`src/rtl/hazard_ctrl_pkg.sv`:
```
// rtl/hazard_ctrl_pkg.sv - shared pipeline types for the hazard scheduler
// Forwarding source codes, decode control bundle and redirect FSM state.
package hazard_ctrl_pkg;

  typedef logic [4:0]  creg_addr_t;
  typedef logic [63:0] addr_t;

  typedef enum logic [2:0] {
    RD      = 3'd0,
    ALUOUTE = 3'd1,
    ALUOUTM = 3'd2,
    MEMDATA = 3'd3,
    WDATA   = 3'd4
  } src_t;

  typedef struct packed {
    logic stall;
    src_t ac;
    src_t bc;
  } supercontrol_t;

  typedef enum logic {
    HZ_RUN  = 1'b0,
    HZ_HOLD = 1'b1
  } hz_state_t;

  function automatic logic dst_hit(input logic valid, input logic regwrite,
                                   input creg_addr_t dst, input creg_addr_t ra);
    return valid & regwrite & (dst == ra);
  endfunction

endpackage

```
`src/rtl/hazard_ctrl_if.sv`:
```
// rtl/hazard_ctrl_if.sv - pipeline <-> hazard scheduler signal bundle
// master = pipeline side, slave = hazard_ctrl.
interface hazard_ctrl_if;
  import hazard_ctrl_pkg::*;

  logic          ibus_busy;
  logic          dbus_busy;
  logic          d_valid;
  creg_addr_t    d_ra1;
  creg_addr_t    d_ra2;
  logic          e_valid;
  logic          e_regwrite;
  logic          e_memread;
  creg_addr_t    e_dst;
  logic          m_valid;
  logic          m_regwrite;
  logic          m_memtoreg;
  creg_addr_t    m_dst;
  logic          w_valid;
  logic          w_regwrite;
  creg_addr_t    w_dst;
  logic          e_redirect;
  addr_t         e_target;

  supercontrol_t ctl;
  logic          stall_f;
  logic          stall_d;
  logic          stall_e;
  logic          stall_m;
  logic          flush_d;
  logic          flush_e;
  logic          flush_w;
  logic          f_redirect;
  addr_t         f_target;
  logic          f_discard;

  modport master (
    output ibus_busy, dbus_busy, d_valid, d_ra1, d_ra2,
           e_valid, e_regwrite, e_memread, e_dst,
           m_valid, m_regwrite, m_memtoreg, m_dst,
           w_valid, w_regwrite, w_dst, e_redirect, e_target,
    input  ctl, stall_f, stall_d, stall_e, stall_m,
           flush_d, flush_e, flush_w, f_redirect, f_target, f_discard
  );

  modport slave (
    input  ibus_busy, dbus_busy, d_valid, d_ra1, d_ra2,
           e_valid, e_regwrite, e_memread, e_dst,
           m_valid, m_regwrite, m_memtoreg, m_dst,
           w_valid, w_regwrite, w_dst, e_redirect, e_target,
    output ctl, stall_f, stall_d, stall_e, stall_m,
           flush_d, flush_e, flush_w, f_redirect, f_target, f_discard
  );

endinterface

```
`src/rtl/hazard_fwd_sel.sv`:
```
// rtl/hazard_fwd_sel.sv - operand forwarding source select for one decode source
// Youngest producing stage wins; loads in E cannot forward (handled as load-use).
module hazard_fwd_sel
  import hazard_ctrl_pkg::*;
(
  input  creg_addr_t ra,
  input  logic       e_valid,
  input  logic       e_regwrite,
  input  logic       e_memread,
  input  creg_addr_t e_dst,
  input  logic       m_valid,
  input  logic       m_regwrite,
  input  logic       m_memtoreg,
  input  creg_addr_t m_dst,
  input  logic       w_valid,
  input  logic       w_regwrite,
  input  creg_addr_t w_dst,
  output src_t       src
);

  always_comb begin
    src = RD;
    if (ra != '0) begin
      if (dst_hit(e_valid, e_regwrite, e_dst, ra) && !e_memread) begin
        src = ALUOUTE;
      end else if (dst_hit(m_valid, m_regwrite, m_dst, ra)) begin
        src = m_memtoreg ? MEMDATA : ALUOUTM;
      end else if (dst_hit(w_valid, w_regwrite, w_dst, ra)) begin
        src = WDATA;
      end
    end
  end

endmodule

```
`src/rtl/hazard_ctrl.sv`:
```
// rtl/hazard_ctrl.sv - stall/flush/forward scheduler for the F/D/E/M/W pipeline
// Optional perf counters (load-use, bus wait, redirects) under HAZARD_PERF_EN.
module hazard_ctrl
  import hazard_ctrl_pkg::*;
#(
  parameter int CNT_W = 32
) (
  input  logic             clk,
  input  logic             reset,
  hazard_ctrl_if.slave     hz
`ifdef HAZARD_PERF_EN
  ,
  output logic [CNT_W-1:0] perf_lu,
  output logic [CNT_W-1:0] perf_mem,
  output logic [CNT_W-1:0] perf_redir
`endif
);

  hz_state_t state;
  logic      f_redirect_q;
  addr_t     f_target_q;
  logic      f_discard_q;

  src_t ac;
  src_t bc;
  logic lu;
  logic accept;
  logic hold;
  logic stall_f, stall_d, stall_e, stall_m;
  logic flush_d, flush_e, flush_w;

  hazard_fwd_sel u_fwd_a (
    .ra(hz.d_ra1),
    .e_valid(hz.e_valid), .e_regwrite(hz.e_regwrite), .e_memread(hz.e_memread), .e_dst(hz.e_dst),
    .m_valid(hz.m_valid), .m_regwrite(hz.m_regwrite), .m_memtoreg(hz.m_memtoreg), .m_dst(hz.m_dst),
    .w_valid(hz.w_valid), .w_regwrite(hz.w_regwrite), .w_dst(hz.w_dst),
    .src(ac)
  );

  hazard_fwd_sel u_fwd_b (
    .ra(hz.d_ra2),
    .e_valid(hz.e_valid), .e_regwrite(hz.e_regwrite), .e_memread(hz.e_memread), .e_dst(hz.e_dst),
    .m_valid(hz.m_valid), .m_regwrite(hz.m_regwrite), .m_memtoreg(hz.m_memtoreg), .m_dst(hz.m_dst),
    .w_valid(hz.w_valid), .w_regwrite(hz.w_regwrite), .w_dst(hz.w_dst),
    .src(bc)
  );

  assign hold   = (state == HZ_HOLD);
  assign lu     = hz.d_valid & hz.e_valid & hz.e_memread & (hz.e_dst != '0) &
                  ((hz.e_dst == hz.d_ra1) | (hz.e_dst == hz.d_ra2));
  // E only holds while dbus is busy; a held E must not redirect twice.
  assign accept = hz.e_redirect & ~stall_e & ~hold;

  always_comb begin
    stall_f = 1'b0;
    stall_d = 1'b0;
    stall_e = 1'b0;
    stall_m = 1'b0;
    flush_d = 1'b0;
    flush_e = 1'b0;
    flush_w = 1'b0;
    if (hz.dbus_busy) begin
      stall_f = 1'b1;
      stall_d = 1'b1;
      stall_e = 1'b1;
      stall_m = 1'b1;
      flush_w = 1'b1;
    end else if (lu) begin
      stall_f = 1'b1;
      stall_d = 1'b1;
      flush_e = 1'b1;
    end else if (hz.ibus_busy) begin
      stall_f = 1'b1;
      flush_d = 1'b1;
    end
    if (accept) begin
      stall_d = 1'b0;
      flush_d = 1'b1;
      flush_e = 1'b1;
    end
    if (hold) begin
      flush_d = 1'b1;
    end
  end

  always_ff @(posedge clk or posedge reset) begin
    if (reset) begin
      state        <= HZ_RUN;
      f_redirect_q <= 1'b0;
      f_target_q   <= '0;
      f_discard_q  <= 1'b0;
    end else begin
      case (state)
        HZ_RUN: begin
          f_redirect_q <= accept;
          if (accept) begin
            f_target_q <= hz.e_target;
            if (hz.ibus_busy) begin
              // The outstanding fetch is wrong-path; drop it when it returns.
              state       <= HZ_HOLD;
              f_discard_q <= 1'b1;
            end
          end
        end
        HZ_HOLD: begin
          if (!hz.ibus_busy) begin
            state        <= HZ_RUN;
            f_redirect_q <= 1'b0;
            f_discard_q  <= 1'b0;
          end
        end
        default: begin
          state        <= HZ_RUN;
          f_redirect_q <= 1'b0;
          f_discard_q  <= 1'b0;
        end
      endcase
    end
  end

  assign hz.ctl        = '{stall: lu, ac: ac, bc: bc};
  assign hz.stall_f    = stall_f;
  assign hz.stall_d    = stall_d;
  assign hz.stall_e    = stall_e;
  assign hz.stall_m    = stall_m;
  assign hz.flush_d    = flush_d;
  assign hz.flush_e    = flush_e;
  assign hz.flush_w    = flush_w;
  assign hz.f_redirect = f_redirect_q;
  assign hz.f_target   = f_target_q;
  assign hz.f_discard  = f_discard_q;

`ifdef HAZARD_PERF_EN
  always_ff @(posedge clk or posedge reset) begin
    if (reset) begin
      perf_lu    <= '0;
      perf_mem   <= '0;
      perf_redir <= '0;
    end else begin
      if (lu && !hz.dbus_busy && perf_lu != '1) begin
        perf_lu <= perf_lu + 1'b1;
      end
      if ((hz.dbus_busy || hz.ibus_busy) && perf_mem != '1) begin
        perf_mem <= perf_mem + 1'b1;
      end
      if (accept && perf_redir != '1) begin
        perf_redir <= perf_redir + 1'b1;
      end
    end
  end
`else
  logic unused_cnt_w;
  assign unused_cnt_w = (CNT_W > 0);
`endif

endmodule

```
`src/flat_wrapper.sv`:
```
// flat-port wrapper written by rule: the top's interface ports become plain ports
module hazard_ctrl_flat import hazard_ctrl_pkg::*;
#(
  parameter int CNT_W = 32
)
  (clk, reset, hz_ibus_busy, hz_dbus_busy, hz_d_valid, hz_d_ra1, hz_d_ra2, hz_e_valid, hz_e_regwrite, hz_e_memread, hz_e_dst, hz_m_valid, hz_m_regwrite, hz_m_memtoreg, hz_m_dst, hz_w_valid, hz_w_regwrite, hz_w_dst, hz_e_redirect, hz_e_target, hz_ctl, hz_stall_f, hz_stall_d, hz_stall_e, hz_stall_m, hz_flush_d, hz_flush_e, hz_flush_w, hz_f_redirect, hz_f_target, hz_f_discard);
  hazard_ctrl_if hz_i ();
  input  logic clk;
  input  logic reset;
  input wire logic [$bits(hz_i.ibus_busy)-1:0] hz_ibus_busy;
  input wire logic [$bits(hz_i.dbus_busy)-1:0] hz_dbus_busy;
  input wire logic [$bits(hz_i.d_valid)-1:0] hz_d_valid;
  input wire logic [$bits(hz_i.d_ra1)-1:0] hz_d_ra1;
  input wire logic [$bits(hz_i.d_ra2)-1:0] hz_d_ra2;
  input wire logic [$bits(hz_i.e_valid)-1:0] hz_e_valid;
  input wire logic [$bits(hz_i.e_regwrite)-1:0] hz_e_regwrite;
  input wire logic [$bits(hz_i.e_memread)-1:0] hz_e_memread;
  input wire logic [$bits(hz_i.e_dst)-1:0] hz_e_dst;
  input wire logic [$bits(hz_i.m_valid)-1:0] hz_m_valid;
  input wire logic [$bits(hz_i.m_regwrite)-1:0] hz_m_regwrite;
  input wire logic [$bits(hz_i.m_memtoreg)-1:0] hz_m_memtoreg;
  input wire logic [$bits(hz_i.m_dst)-1:0] hz_m_dst;
  input wire logic [$bits(hz_i.w_valid)-1:0] hz_w_valid;
  input wire logic [$bits(hz_i.w_regwrite)-1:0] hz_w_regwrite;
  input wire logic [$bits(hz_i.w_dst)-1:0] hz_w_dst;
  input wire logic [$bits(hz_i.e_redirect)-1:0] hz_e_redirect;
  input wire logic [$bits(hz_i.e_target)-1:0] hz_e_target;
  output wire logic [$bits(hz_i.ctl)-1:0] hz_ctl;
  output wire logic [$bits(hz_i.stall_f)-1:0] hz_stall_f;
  output wire logic [$bits(hz_i.stall_d)-1:0] hz_stall_d;
  output wire logic [$bits(hz_i.stall_e)-1:0] hz_stall_e;
  output wire logic [$bits(hz_i.stall_m)-1:0] hz_stall_m;
  output wire logic [$bits(hz_i.flush_d)-1:0] hz_flush_d;
  output wire logic [$bits(hz_i.flush_e)-1:0] hz_flush_e;
  output wire logic [$bits(hz_i.flush_w)-1:0] hz_flush_w;
  output wire logic [$bits(hz_i.f_redirect)-1:0] hz_f_redirect;
  output wire logic [$bits(hz_i.f_target)-1:0] hz_f_target;
  output wire logic [$bits(hz_i.f_discard)-1:0] hz_f_discard;
  assign hz_i.ibus_busy = hz_ibus_busy;
  assign hz_i.dbus_busy = hz_dbus_busy;
  assign hz_i.d_valid = hz_d_valid;
  assign hz_i.d_ra1 = hz_d_ra1;
  assign hz_i.d_ra2 = hz_d_ra2;
  assign hz_i.e_valid = hz_e_valid;
  assign hz_i.e_regwrite = hz_e_regwrite;
  assign hz_i.e_memread = hz_e_memread;
  assign hz_i.e_dst = hz_e_dst;
  assign hz_i.m_valid = hz_m_valid;
  assign hz_i.m_regwrite = hz_m_regwrite;
  assign hz_i.m_memtoreg = hz_m_memtoreg;
  assign hz_i.m_dst = hz_m_dst;
  assign hz_i.w_valid = hz_w_valid;
  assign hz_i.w_regwrite = hz_w_regwrite;
  assign hz_i.w_dst = hz_w_dst;
  assign hz_i.e_redirect = hz_e_redirect;
  assign hz_i.e_target = hz_e_target;
  assign hz_ctl = hz_i.ctl;
  assign hz_stall_f = hz_i.stall_f;
  assign hz_stall_d = hz_i.stall_d;
  assign hz_stall_e = hz_i.stall_e;
  assign hz_stall_m = hz_i.stall_m;
  assign hz_flush_d = hz_i.flush_d;
  assign hz_flush_e = hz_i.flush_e;
  assign hz_flush_w = hz_i.flush_w;
  assign hz_f_redirect = hz_i.f_redirect;
  assign hz_f_target = hz_i.f_target;
  assign hz_f_discard = hz_i.f_discard;
  hazard_ctrl #(.CNT_W(CNT_W)) u_core (.clk(clk), .reset(reset), .hz(hz_i));
endmodule
```
`config.mk`:
```
export PLATFORM = sky130hd
export DESIGN_NAME = hazard_ctrl_flat
export DESIGN_NICKNAME = d
export VERILOG_FILES = /design/src/rtl/hazard_ctrl_pkg.sv /design/src/rtl/hazard_ctrl_if.sv /design/src/rtl/hazard_fwd_sel.sv /design/src/rtl/hazard_ctrl.sv /design/src/flat_wrapper.sv
export SDC_FILE = /design/constraint.sdc
export NUM_CORES = 1
export LEC_CHECK = 0
export ABC_AREA = 1
export ABC_CLOCK_PERIOD_IN_PS = 2300
export CORE_MARGIN = 8
export CORE_UTILIZATION = 35
export CTS_BUF_LIST = sky130_fd_sc_hd__clkbuf_8
export DETAILED_ROUTE_END_ITERATION = 10
export PLACE_DENSITY_LB_ADDON = 0.05
export SKIP_CTS_REPAIR_TIMING = 1
export SLEW_MARGIN = 10
export SYNTH_ARGS = -nofsm -noshare
export SYNTH_HDL_FRONTEND = slang
export SYNTH_SLANG_ARGS = --single-unit
```
`constraint.sdc`:
```
create_clock -name clk -period 2.3 [get_ports clk]
set_input_delay 0.46 -clock clk [delete_from_list [all_inputs] [get_ports clk]]
set_output_delay 0.46 -clock clk [all_outputs]
set_load 0.03 [all_outputs]
```
==> results of run 1 <==
Yosys cell counts (all sizes together):
| cell type | instances | area (sq um) |
|---|---|---|
| nand2 | 237 | 892 |
| dfrtp | 67 | 1680 |
| inv | 29 | 109 |
| nor2 | 24 | 90.1 |
| buf | 15 | 126 |
| nand3 | 13 | 70.1 |
| nor3 | 7 | 40.0 |
| o22ai | 5 | 31.3 |
| xnor2 | 5 | 43.8 |
| xor2 | 5 | 43.8 |
| o21ai | 4 | 23.8 |
| a21oi | 3 | 18.8 |
| clkbuf | 3 | 11.3 |
| nand4 | 3 | 18.8 |
| nand3b | 1 | 7.51 |
| o211ai | 1 | 7.51 |
worst register-to-register path, delay by kind of cell, from the launching register on:
kind | cells | cell delay (ns)
buffers and inverters | 2 | 0.52
AND/OR/NAND/NOR | 3 | 0.34
flip-flops | 1 | 0.38
flip-flops by register name, indices dropped and copies added, names as in the netlist:
signal,cells
u_core.hz.f_redirect,1
u_core.hz.f_discard,1
u_core.hz.f_target,64
u_core.hold,1
how the worst max path moves through the flow:
stage	start	to	slack (ns)	cells after the start
2_1_floorplan	reset	u_core.hold	0.16	1
3_3_place_gp	hz_d_ra1[1]	hz_flush_d	-0.16	11
3_5_place_dp	hz_d_ra1[1]	hz_ctl[3]	-0.14	10
4_1_cts	hz_d_ra1[1]	hz_ctl[3]	-0.16	10
5_1_grt	hz_m_dst[3]	hz_ctl[3]	0.003	9
6_report	hz_m_dst[3]	hz_ctl[3]	0.09	8
power groups by stage:
stage / clock network, mW / logic (mW) / registers [mW]
final: 0.991 / 1.35 / 1.45
after global routing: 1.07 / 1.45 / 1.47
after CTS: 1.03 / 1.36 / 1.45
after detailed placement: 0 / 1.36 / 1.47
after global placement: 0 / 1.35 / 1.46
after floorplan: 0 / 0.305 / 1.83
cells by family after synthesis:
kind of cell | count (synthesis)
simple gates | 285
compound gates | 13
flops | 67
xor+xnor | 10
buf+inv | 47
routing by layer:
metal,GRT usage (%),vias to the layer above,wire length [um]
li1,-,1667,-
met1,21.5,1525,4760
met2,29.1,135,5250
met3,7.03,13,1110
met4,6.20,0,196
met5,0,-,0
through the flow:
step / area (sq um) / util, % / std cells / hold slack [ns] / TNS [ns]
6_report: 5460 / 60.3 / 731 / 0.480 / 0
4_1_cts: 5360 / 59.1 / 731 / 0.483 / -1.25
3_5_place_dp: 5160 / 56.9 / 715 / 0.464 / -1.09
2_1_floorplan: 3210 / - / 422 / 0.488 / 0
3_3_place_gp: 5160 / 56.9 / 715 / 0.461 / -1.17
5_1_grt: 5460 / 60.3 / 731 / 0.498 / 0
final cells by class:
class	instances	share of cell area, %
clock buffers	10	2.52
multi-input cells	308	24.4
inverters	29	1.99
clock inverters	6	1.17
repair buffers	200	36.7
well taps	111	2.54
flip-flops and latches	67	30.7
==> impl_metrics.csv, run 1 <==
group,metric,value,unit
pwr,power.density,693,nW/um^2
pwr,p_sw_share,34.5,%
logic_synthesis,compound_cell_area_share_of_the_yosys_netlist,2.53,%
die,floorplan.initialDensity,35.4,%
logic_synthesis,synthesized_area_fraction_occupied_by_and_or_nand_nor_cells,34.8,%
die,vertical_die_dimension,112,um
critical_path,slowest_delay,0.53,ns
timing,fmax,453,MHz
routing,route.detailed.vias_per_inst,4.57,
timing,final_number_of_hold_violating_endpoints,0,
critical_path,timing.critical_path.to_type,"output port",
critical_path,rr_worst_depth,5,
logic_synthesis,ys_types,24,
cts,cts_num_sinks,67,
pwr,combinational_fraction_of_design_power,35.6,%
cts,cts-buffers-inserted,9,
cells_and_area,area.growth.synth_to_final,70.2,%
timing,clock-skew-final,0.00615,ns
place,buffers_added_on_ports,182,
cells_and_area,regArea,1680,sq um
logic_synthesis,syn_area,3210,sq um
critical_path,crit_path_start_kind,"primary input",
pwr,power_leakage,2.90,nW
min_path,hold_path.class,"reg2reg",
die,core.rowCount,35,
timing,setup_violations,0,
cells_and_area,most_common_cell_after_layout_fill_and_taps_aside,"sky130_fd_sc_hd__nand2_1",
pwr,vdd_drop_max,0.396,mV
pwr,power,3.79,mW
critical_path,critPathMostFrequentCell,"sky130_fd_sc_hd__nand2_1",
logic_synthesis,sequential_share_of_the_synthesized_area,52.2,%
logic_synthesis,adder_cell_fraction_of_synth_area,0,%
critical_path,crit_slowest_cell,"sky130_fd_sc_hd__clkdlybuf4s50_1",
die,die-area,12500,sq um
critical_path,critical_path_required_time,1.84,ns
place,gp_congestion,0.903,
routing,antenna_left,0,
place,dpl_worst_slack,-0.141,ns
logic_synthesis,synthXorXnorAreaFrac,2.73,%
timing,fin_crit_sh,95.9,%
cts,ctsLongestPathBuffers,2,
logic_synthesis,synth-warning-count,0,
critical_path,critical_path.reg2reg.endpoint,"u_core.hz.f_target[26]",
logic_synthesis,syn_area_per_cell,7.61,sq um
routing,drt_first_iter_violations,169,
timing,setup_repair_after_global_routing_missed_its_margin,"no",
global_route,grt_start_max_net_pins,68,
pwr,cell_internal_pwr,2.48,mW
timing,final_max_slew_viol_count,0,
global_route,first_pass_grt_wire_length,18100,um
global_route,first_global_vias,3395,
logic_synthesis,synth.net_count,525,
global_route,globalRoute.totalOverflow,0,
timing,max_slew_margin,65.4,%
die,ioPinCount,183,
logic_synthesis,mux_cell_area_share_after_synthesis,0,%
min_path,holdPathEnd,"u_core.hz.f_target[0]",
global_route,antenna_found_initial,0,
critical_path,worstSetupPathType,"in2out",
pwr,power_frac_seq,38.3,%
critical_path,rrSetupSlack,1.01,ns
cts,ctsRootBufferMaster,"sky130_fd_sc_hd__clkbuf_8",
critical_path,family_with_the_most_delay_on_the_worst_path,"buffers and inverters",
cells_and_area,post_route_cells_drive_above_1_share,11.0,%
critical_path,crit_path_cell_chain,"clkdlybuf4s50_1, o22ai_1, nor2_1, nand3_2, nor2_2, nand2_1, nand2_1, buf_6",
global_route,grtUsageTotal,18.1,%
routing,vias,3340,
routing,drc,0,
critical_path,crit_path_max_fanout,3,
cts,clk_pin_slew_worst_paths,0.07,ns
routing,drt-pass1-iter-count,6,
job,cap_violations,0,
logic_synthesis,synth_seq_cells,67,
logic_synthesis,synthesis.instances,422,
logic_synthesis,synth_top_family_by_area,"simple AND/OR/NAND/NOR gates",
pwr,pwr-share-clk,26.2,%
pwr,power.net_switching,1.31,mW
timing,tightest_slew,0.520,ns
critical_path,critical_path_arrival,1.75,ns
timing,period_minus_slack,2.21,ns
place,dp_hpwl,8680,um
min_path,worstHoldPathCells,2,
timing,fin_ws,0.0942,ns
cells_and_area,multi_input_area,1330,sq um
cells_and_area,final_nets,718,
cells_and_area,layout.filler_cells,847,
routing,wl_per_cell,15.5,um
cells_and_area,mostFrequentLayoutCells,"sky130_fd_sc_hd__nand2_1 (235), sky130_fd_sc_hd__clkdlybuf4s50_1 (147), sky130_fd_sc_hd__dfrtp_1 (67)",
cells_and_area,antenna_cells_inserted,0,
die,die_w,112,um
critical_path,rr_startpoint,"u_core.hold",
cts,clk_latency,0.33,ns
critical_path,worst-path-buf-inv,2,
cts,h-tree-depth,3,
cts,tritoncts,"yes",
die,placeableCoreArea,9060,sq um
outcome,run_status,"completed",
routing,drt_wl_total,11300,um
min_path,hold_start,"u_core.hz.f_target[0]",
Power figures use the tool's default switching activity.
==> run 2, diff against run 1 <==
--- a/config.mk
+++ b/config.mk
@@ -7,6 +7,7 @@
 export LEC_CHECK = 0
 export ABC_AREA = 1
 export ABC_CLOCK_PERIOD_IN_PS = 2300
+export CAP_MARGIN = 20
 export CORE_MARGIN = 8
 export CORE_UTILIZATION = 35
 export CTS_BUF_LIST = sky130_fd_sc_hd__clkbuf_8
==> constraint.sdc (replaced) <==
create_clock -name clk -period 2.3 [get_ports clk]
set_input_delay 0.46 -clock clk [delete_from_list [all_inputs] [get_ports clk]]
set_output_delay 0.46 -clock clk [all_outputs]
set_load 0.02 [all_outputs]
==> run 2 against run 1 <==
Against the previous run:
- power decreased by 3.8%
- non-clock buffer count rose by 7
- setup slack got worse by 0.0088 ns
- wire length fell by 2.3%
- sequential cell count is the same
- sequential power about the same
- clock power rose by 0.8%
- clock skew grew 0.0023 ns
- first-iteration DRC count is 12% lower
- core utilization grew 0.14 points
- highest routed layer unchanged
==> impl_metrics.csv, run 2 (synthesis gave the netlist of run 1 again) <==
group,metric,value,unit
routing,drt_wl_total,11100,um
place,buffers_added_on_ports,182,
critical_path,timing.critical_path.to_type,"output port",
cts,h-tree-depth,3,
routing,drc,0,
global_route,first_pass_grt_wire_length,17600,um
timing,fin_crit_sh,96.3,%
pwr,power.net_switching,1.16,mW
routing,drt-pass1-iter-count,4,
place,dpl_worst_slack,-0.578,ns
cts,tritoncts,"yes",
global_route,antenna_found_initial,0,
timing,final_number_of_hold_violating_endpoints,0,
pwr,vdd_drop_max,0.463,mV
cts,ctsLongestPathBuffers,2,
die,die-area,12500,sq um
global_route,grtUsageTotal,17.5,%
pwr,power_frac_seq,39.7,%
pwr,power_leakage,2.94,nW
cells_and_area,stdcell_area,5480,sq um
pwr,p_sw_share,31.9,%
outcome,run_status,"completed",
global_route,first_global_vias,3346,
die,die_w,112,um
pwr,pwr-share-clk,27.4,%
min_path,hold_path.class,"reg2reg",
critical_path,crit_path_start_kind,"primary input",
timing,period_minus_slack,2.21,ns
cells_and_area,most_common_cell_after_layout_fill_and_taps_aside,"sky130_fd_sc_hd__nand2_1",
die,vertical_die_dimension,112,um
place,gp_congestion,0.851,
cts,ctsRootBufferMaster,"sky130_fd_sc_hd__clkbuf_8",
timing,tightest_slew,0.671,ns
die,core.rowCount,35,
critical_path,worstSetupPathType,"in2out",
place,dpl-instance-area,5230,sq um
pwr,power.density,665,nW/um^2
global_route,grt_start_max_net_pins,68,
timing,final_max_slew_viol_count,0,
global_route,globalRoute.totalOverflow,0,
cells_and_area,fin_cells,738,
cts,cts_num_sinks,67,
cts,clk_pin_slew_worst_paths,0.07,ns
place,dp_hpwl,8530,um
critical_path,critical_path_required_time,1.84,ns
pwr,cell_internal_pwr,2.48,mW
critical_path,critical_path_arrival,1.75,ns
job,cap_violations,0,
timing,clock-skew-final,0.00850,ns
routing,wl_per_cell,15.0,um
cells_and_area,post_route_cells_drive_above_1_share,11.2,%
place,number_of_instances_in_the_placed_design,722,
cells_and_area,fin_util,60.4,%
die,floorplan.initialDensity,35.4,%
timing,fin_ws,0.0855,ns
timing,max_slew_margin,55.3,%
critical_path,crit_path_max_fanout,3,
die,ioPinCount,183,
timing,setup_repair_after_global_routing_missed_its_margin,"no",
die,placeableCoreArea,9060,sq um
cells_and_area,final_nets,725,
routing,route.detailed.vias_per_inst,4.46,
cells_and_area,antenna_cells_inserted,0,
timing,setup_violations,0,
routing,drt_first_iter_violations,149,
cells_and_area,area.growth.synth_to_final,70.6,%
cells_and_area,flip_flop_count_of_the_largest_register_all_copies_and_words_added,64,
routing,vias,3292,
cells_and_area,mostFrequentLayoutCells,"sky130_fd_sc_hd__nand2_1 (236), sky130_fd_sc_hd__clkdlybuf4s50_1 (150), sky130_fd_sc_hd__dfrtp_1 (67)",
routing,antenna_left,0,
cts,clk_latency,0.33,ns
cts,cts-buffers-inserted,9,
pwr,combinational_fraction_of_design_power,32.8,%
timing,fmax,452,MHz
==> run 2: final timing paths <==
| check | from | end | slack (ns) | cells past startpoint |
|---|---|---|---|---|
| worst max register to register | u_core.hold | u_core.hz.f_target[30] | 0.77 | 6 |
| worst min register to register | u_core.hz.f_target[0] | u_core.hz.f_target[0] | 0.48 | 2 |
| worst min-delay path | u_core.hz.f_target[0] | u_core.hz.f_target[0] | 0.48 | 2 |
| worst max-delay path | hz_m_dst[4] | hz_ctl[1] | 0.09 | 6 |
| min in group asynchronous | reset | u_core.hz.f_target[50] | 0.51 | 3 |
| max in group asynchronous | reset | u_core.hz.f_target[11] | 1.49 | 3 |
==> run 2: per-stage QoR <==
| stage | hold slack (ns) | power (mW) | setup TNS, ns |
|---|---|---|---|
| after floorplan | 0.488 | 1.99 | 0 |
| after global placement | 0.460 | 2.67 | -5.61 |
| after detailed placement | 0.464 | 2.68 | -5.58 |
| after CTS | 0.482 | 3.69 | -5.61 |
| after global routing | 0.498 | 3.84 | 0 |
| final | 0.477 | 3.64 | 0 |
==> run 2: layout make-up <==
cell class	instances	area, sq um
clock inverter	6	63.8
sequential	67	1680
multi-input combinational	308	1310
clock buffer	10	138
tap	111	139
inverter	29	109
timing repair buffer	207	2040
fill	846	3590
==> run 2: metal layers <==
metal	vias to the layer above	share of wire (%)	global-route usage [%]
met5	-	0	0
met4	0	0.63	4.10
met3	6	8.4	6.60
met2	113	47	28.6
met1	1494	44	21.4
li1	1679	-	-
==> run 2: power groups by stage <==
stage | Combinational (mW) | Sequential [mW] | Clock [mW]
after floorplan | 0.298 | 1.69 | 0
after global placement | 1.21 | 1.46 | 0
after detailed placement | 1.21 | 1.47 | 0
after CTS | 1.22 | 1.45 | 1.02
after global routing | 1.29 | 1.47 | 1.09
final | 1.20 | 1.45 | 0.999
==> run 2: critical path: stages <==
cell and delay [ns]:
sky130_fd_sc_hd__clkdlybuf4s50_1 0.46, sky130_fd_sc_hd__xor2_1 0.19, sky130_fd_sc_hd__nor3_2 0.26, sky130_fd_sc_hd__nand3_1 0.10, sky130_fd_sc_hd__nor2_1 0.12, sky130_fd_sc_hd__buf_4 0.16
